--- config.mk ---
export PLATFORM = sky130hd
export DESIGN_NAME = univ_shift_reg
export DESIGN_NICKNAME = d
export VERILOG_FILES = /design/src/rtl/univ_shift_reg.sv
export SDC_FILE = /design/constraint.sdc
export NUM_CORES = 1
export LEC_CHECK = 0
export BUFFER_PORTS_ARGS = -buffer_cell sky130_fd_sc_hd__buf_2
export CORE_AREA = 2 2 39 41
export CTS_CLUSTER_SIZE = 30
export DETAILED_ROUTE_END_ITERATION = 6
export DIE_AREA = 0 0 41 43
export GPL_ROUTABILITY_DRIVEN = 0
export SLEW_MARGIN = 0
export SYNTH_ARGS = -nofsm -noshare
export SYNTH_HDL_FRONTEND = slang
export SYNTH_SLANG_ARGS = --single-unit
--- constraint.sdc ---
create_clock -name clk -period 1.9 [get_ports clk]
set_input_delay 0.19 -clock clk [delete_from_list [all_inputs] [get_ports clk]]
set_output_delay 0.19 -clock clk [all_outputs]
set_load 0.005 [all_outputs]
--- src/rtl/univ_shift_reg.sv ---
// Universal shift register: hold, shift right/left, parallel load, plus a frame counter.
// Optional ROTATE_EN macro adds the rot port (rotate instead of taking serial_in).
module univ_shift_reg #(
  parameter int WIDTH = 4
) (
  input  logic                     clk,
  input  logic                     Rst,
  input  logic                     en,
  input  logic [1:0]               mode,
  input  logic                     serial_in,
  input  logic [WIDTH-1:0]         par_in,
`ifdef ROTATE_EN
  input  logic                     rot,
`endif
  output logic [WIDTH-1:0]         par_out,
  output logic                     serial_out_r,
  output logic                     serial_out_l,
  output logic [$clog2(WIDTH)-1:0] bit_cnt,
  output logic                     frame_done
);

  localparam int CNT_W = $clog2(WIDTH);
  localparam logic [CNT_W-1:0] CNT_MAX = CNT_W'(WIDTH - 1);

  typedef enum logic [1:0] {
    MODE_HOLD = 2'b00,
    MODE_SHR  = 2'b01,
    MODE_SHL  = 2'b10,
    MODE_LOAD = 2'b11
  } mode_t;

  logic [WIDTH-1:0] q_q, q_d;
  logic [CNT_W-1:0] cnt_q, cnt_d;
  logic             frame_done_q, frame_done_d;

  logic             right_in;
  logic             left_in;
  logic [WIDTH-1:0] shr_vec;
  logic [WIDTH-1:0] shl_vec;
  logic             shift_op;

  // In rotate mode the bit falling off one end re-enters at the other.
`ifdef ROTATE_EN
  assign right_in = rot ? q_q[0]       : serial_in;
  assign left_in  = rot ? q_q[WIDTH-1] : serial_in;
`else
  assign right_in = serial_in;
  assign left_in  = serial_in;
`endif

  genvar gi;
  generate
    for (gi = 0; gi < WIDTH; gi++) begin : g_bits
      if (gi == WIDTH - 1) begin : g_shr_top
        assign shr_vec[gi] = right_in;
      end else begin : g_shr_mid
        assign shr_vec[gi] = q_q[gi+1];
      end
      if (gi == 0) begin : g_shl_bot
        assign shl_vec[gi] = left_in;
      end else begin : g_shl_mid
        assign shl_vec[gi] = q_q[gi-1];
      end
    end
  endgenerate

  always_comb begin
    q_d          = q_q;
    cnt_d        = cnt_q;
    frame_done_d = 1'b0;
    shift_op     = 1'b0;
    if (en) begin
      case (mode_t'(mode))
        MODE_SHR: begin
          q_d      = shr_vec;
          shift_op = 1'b1;
        end
        MODE_SHL: begin
          q_d      = shl_vec;
          shift_op = 1'b1;
        end
        MODE_LOAD: begin
          q_d   = par_in;
          cnt_d = '0;
        end
        default: begin
          q_d = q_q;
        end
      endcase
    end
    // Any WIDTH shifts, regardless of direction, make one frame.
    if (shift_op) begin
      if (cnt_q == CNT_MAX) begin
        cnt_d        = '0;
        frame_done_d = 1'b1;
      end else begin
        cnt_d = cnt_q + 1'b1;
      end
    end
  end

  always_ff @(posedge clk) begin
    if (Rst) begin
      q_q          <= '0;
      cnt_q        <= '0;
      frame_done_q <= 1'b0;
    end else begin
      q_q          <= q_d;
      cnt_q        <= cnt_d;
      frame_done_q <= frame_done_d;
    end
  end

  assign par_out      = q_q;
  assign serial_out_r = q_q[0];
  assign serial_out_l = q_q[WIDTH-1];
  assign bit_cnt      = cnt_q;
  assign frame_done   = frame_done_q;

endmodule
==> results.txt <==
- Internal reg-to-reg setup slack: roughly 840 ps
* Pre-antenna DRT Iters: 4
- Final instance count without filler cells: 80
- STA classifies the critical path endpoint as a flip-flop.
* Net count of the mapped netlist: 60
- Leaving out fill and tap cells, the most frequent cells in the layout are 18 x buf_2, 7 x dfxtp_1, 6 x nand2_1, 6 x nor2_1, 5 x ha_1.
* Maximum clock path buffer count: 2
- Clock-pin slew on the worst setup and hold paths: approximately 50 ps
- First DRT Iteration DRCs: 5
- Final-layout setup total negative slack: 0 ps
* Overall fraction of global-route tracks in use: 0.1104
- Via count of the first global-routing pass: ~310
- In the final routed layout, each cell accounts on average for 9.388 um.
- R2r worst-path depth: 3
- In the routed layout, each cell is associated on average with a via count of about 4.7.
- CP required: 2080 ps
* CP max FO: 4
- Measured against its own limit, the worst slew margin works out to 0.8468.
- Max Clock Skew: roughly 3.4 ps
- In the final layout, the share of cells above drive strength 1 is 0.3438.
- Mapped Area: between 300 and 400 um^2
* Pin slew with the least headroom to its limit: around 230 ps
- Number of nets in the final layout: 80
* Worst-path cell with the longest stage delay: or3_1
- Stage delay of the slowest cell on the critical path: between 300 and 400 ps
- In this run the number of H-tree levels came out at 1.
- Number of port buffers: 18
- At the worst endpoint, the arrival time is ~1300 ps.
* Worst Path Class, Setup: reg -> reg
- Warnings, synthesis: 0
* Internal power of the cells: approximately 0.27 mW
- Cell variety after synth: 15
- VDD sags by at most roughly 170 uV.
- Remaining number of nets flagged by the antenna check after routing: 0
- Leakage power total: approximately 0.25 nW
* Total wire length after detailed routing: 751 um
* Hold_buf cts: 0
- Boundary Pins: 19
* Place WS: approximately 650 ps
* Synth area leaders: dfxtp_1 35%, ha_1 16%, a311oi_1 8.8%
- Share of total power consumed by net switching: 0.2589
* Top-area cell type share of the netlist area: 0.3533
- The flow ran to the end, and the final reports show no timing, DRC or antenna violations.
- Power density over the cells: between 700 and 800 nW/um^2
- Setup repair after global routing missed its margin: no
- TritonCTS buffer count: 3
* Final worst-path setup slack: 836.5 ps
- Insertion delay to the later sink of the worst-skew pair: ~250 ps
- Final hold violation count: 0
* Max Freq: ~940 MHz
- Cell chain of the critical path: ha_1 > or3_1 > a21oi_1
- Floorplan die area: between 1500 and 2000 um^2
- The smallest clock period supported by the final layout is computed as roughly 1100 ps.
- Row count: 14
- Worst hold margin: 185.7 ps
* Placeable core area: about 1400 um^2
- Clock sink count: 7
- Root buf cell: clkbuf_4
- The final-report max-slew violation count was 0.
* R2r endpoint: bit_cnt[0]
* Synthesized netlist cell count: 45
* Max Cap Violations: 0
* Dpl cell area: around 480 um^2
- Sequential area share after synthesis: 0.3533
- Setup violations remaining at the end of the flow were counted as 0.
- In this run the critical register-to-register path is launched from bit_cnt[0].
* Placed instance count: 76
- The tightest min-delay check is of the in -> reg type.
* Via Count: 378
- Number of flip-flops and latches in the synthesized netlist: 7
- Initial antenna violation count: 0
- Final period utilization: 0.5597
- Measured along the y axis, the die boundary spans around 43 um.
* Worst Setup EP: bit_cnt[0]
- Resized cells post-CTS: 0
- The analysis attributes to net switching a power of 0.09374 mW.
* Die outline width: slightly above 40 um
- Of the total power, registers draw 0.453.
- Synthesized area per cell: a little under 9 um^2
* Clock share of power: 0.369
- The first global-routing pass estimated approximately 1.3 mm of wire.
* Leading cell type in the layout, fill and taps excluded: buf_2
- Largest net degree at the start of global routing: 9
- Postcts setup bufs: 0
* Fraction of power consumed by combinational cells: 0.177
- STA classifies the critical path startpoint as a flip-flop.
- The HPWL after detailed placement is slightly above 600 um.
- Total overflow reported by the global router: 0
- Final standard cell area without fillers: 510.5 um^2
- Count of unresolved DRC violations after routing: 0
* Critical Path Source: bit_cnt[0]
- Starting density of the core: 0.2866
* Library cell with the largest summed area after synthesis: dfxtp_1
- The area growth from synthesis to layout is 28.71%.
* CTS tree: built
- Total inserted antenna cells: 0
-- layer usage --
| layer | share of wire | routed length (um) | GRT usage | up-vias |
|---|---|---|---|---|
| li1 | - | - | - | 198 |
| met1 | 0.44 | 332 | 0.1383 | 158 |
| met2 | 0.41 | 310 | 0.1344 | 18 |
| met3 | 0.096 | 72 | 0.01571 | 4 |
| met4 | 0.047 | 35 | 0.1400 | 0 |
| met5 | 0 | 0 | 0 | - |
-- power by group through the flow --
stage,combinational [mW],sequential [mW],clock [mW]
final,0.0642,0.164,0.134
after floorplan,0.0400,0.168,0
after CTS,0.0652,0.164,0.140
after global placement,0.0646,0.168,0
after global routing,0.0748,0.166,0.149
after detailed placement,0.0649,0.168,0
-- through the flow --
stage,utilization,power [mW]
floorplan,-,0.2076
global placement,0.3499,0.2323
detailed placement,0.3499,0.2325
CTS,0.3689,0.3698
global route,0.3689,0.3894
finish,0.3689,0.3621
-- Yosys cell counts --
cell / number
and2b_1: 1
nor3b_1: 2
inv_1: 2
or3_1: 1
a21oi_1: 2
ha_1: 5
nor2_1: 6
a22oi_1: 3
nand2_1: 6
a32oi_1: 1
a311oi_1: 4
o21a_2: 1
o21ai_0: 1
dfxtp_1: 7
buf_4: 3
-- flip-flops by register name, summed over array words and instances, names as in the netlist --
signal,flops
bit_cnt,2
frame_done,1
par_out,4
-- layout make-up --
class	count	area (um^2)
Multi-Input combinational cell	33	226.5
Tap cell	16	20.02
Clock buffer	4	26.28
Sequential cell	7	140.1
Inverter	2	7.507
Timing Repair Buffer	18	90.09
Fill cell	154	873.3
-- worst min-delay path by stage --
stage / from / endpoint / depth (start not counted)
2_1_floorplan: Rst / bit_cnt[0] / 1
3_3_place_gp: par_in[1] / par_out[1] / 3
3_5_place_dp: Rst / bit_cnt[0] / 2
4_1_cts: Rst / bit_cnt[0] / 2
5_1_grt: Rst / par_out[2] / 2
6_report: Rst / bit_cnt[0] / 2
-- kinds of logic after synthesis --
family,after synthesis,synth area share
buf+inv,5,0.07571
fa+ha+maj,5,0.1577
simple gates,16,0.1861
compound gates,12,0.2271
flops,7,0.3533
-- worst max-delay path: cells and delay by family, from the launching register on --
| family | cells | cell delay, ps |
|---|---|---|
| AND/OR/NAND/NOR | 1 | 340 |
| flip-flops | 1 | 320 |
| adder cells (fa/ha/maj) | 1 | 200 |
| AO/OA/AOI/OAI | 1 | 140 |
Power figures use the tool's default switching activity.
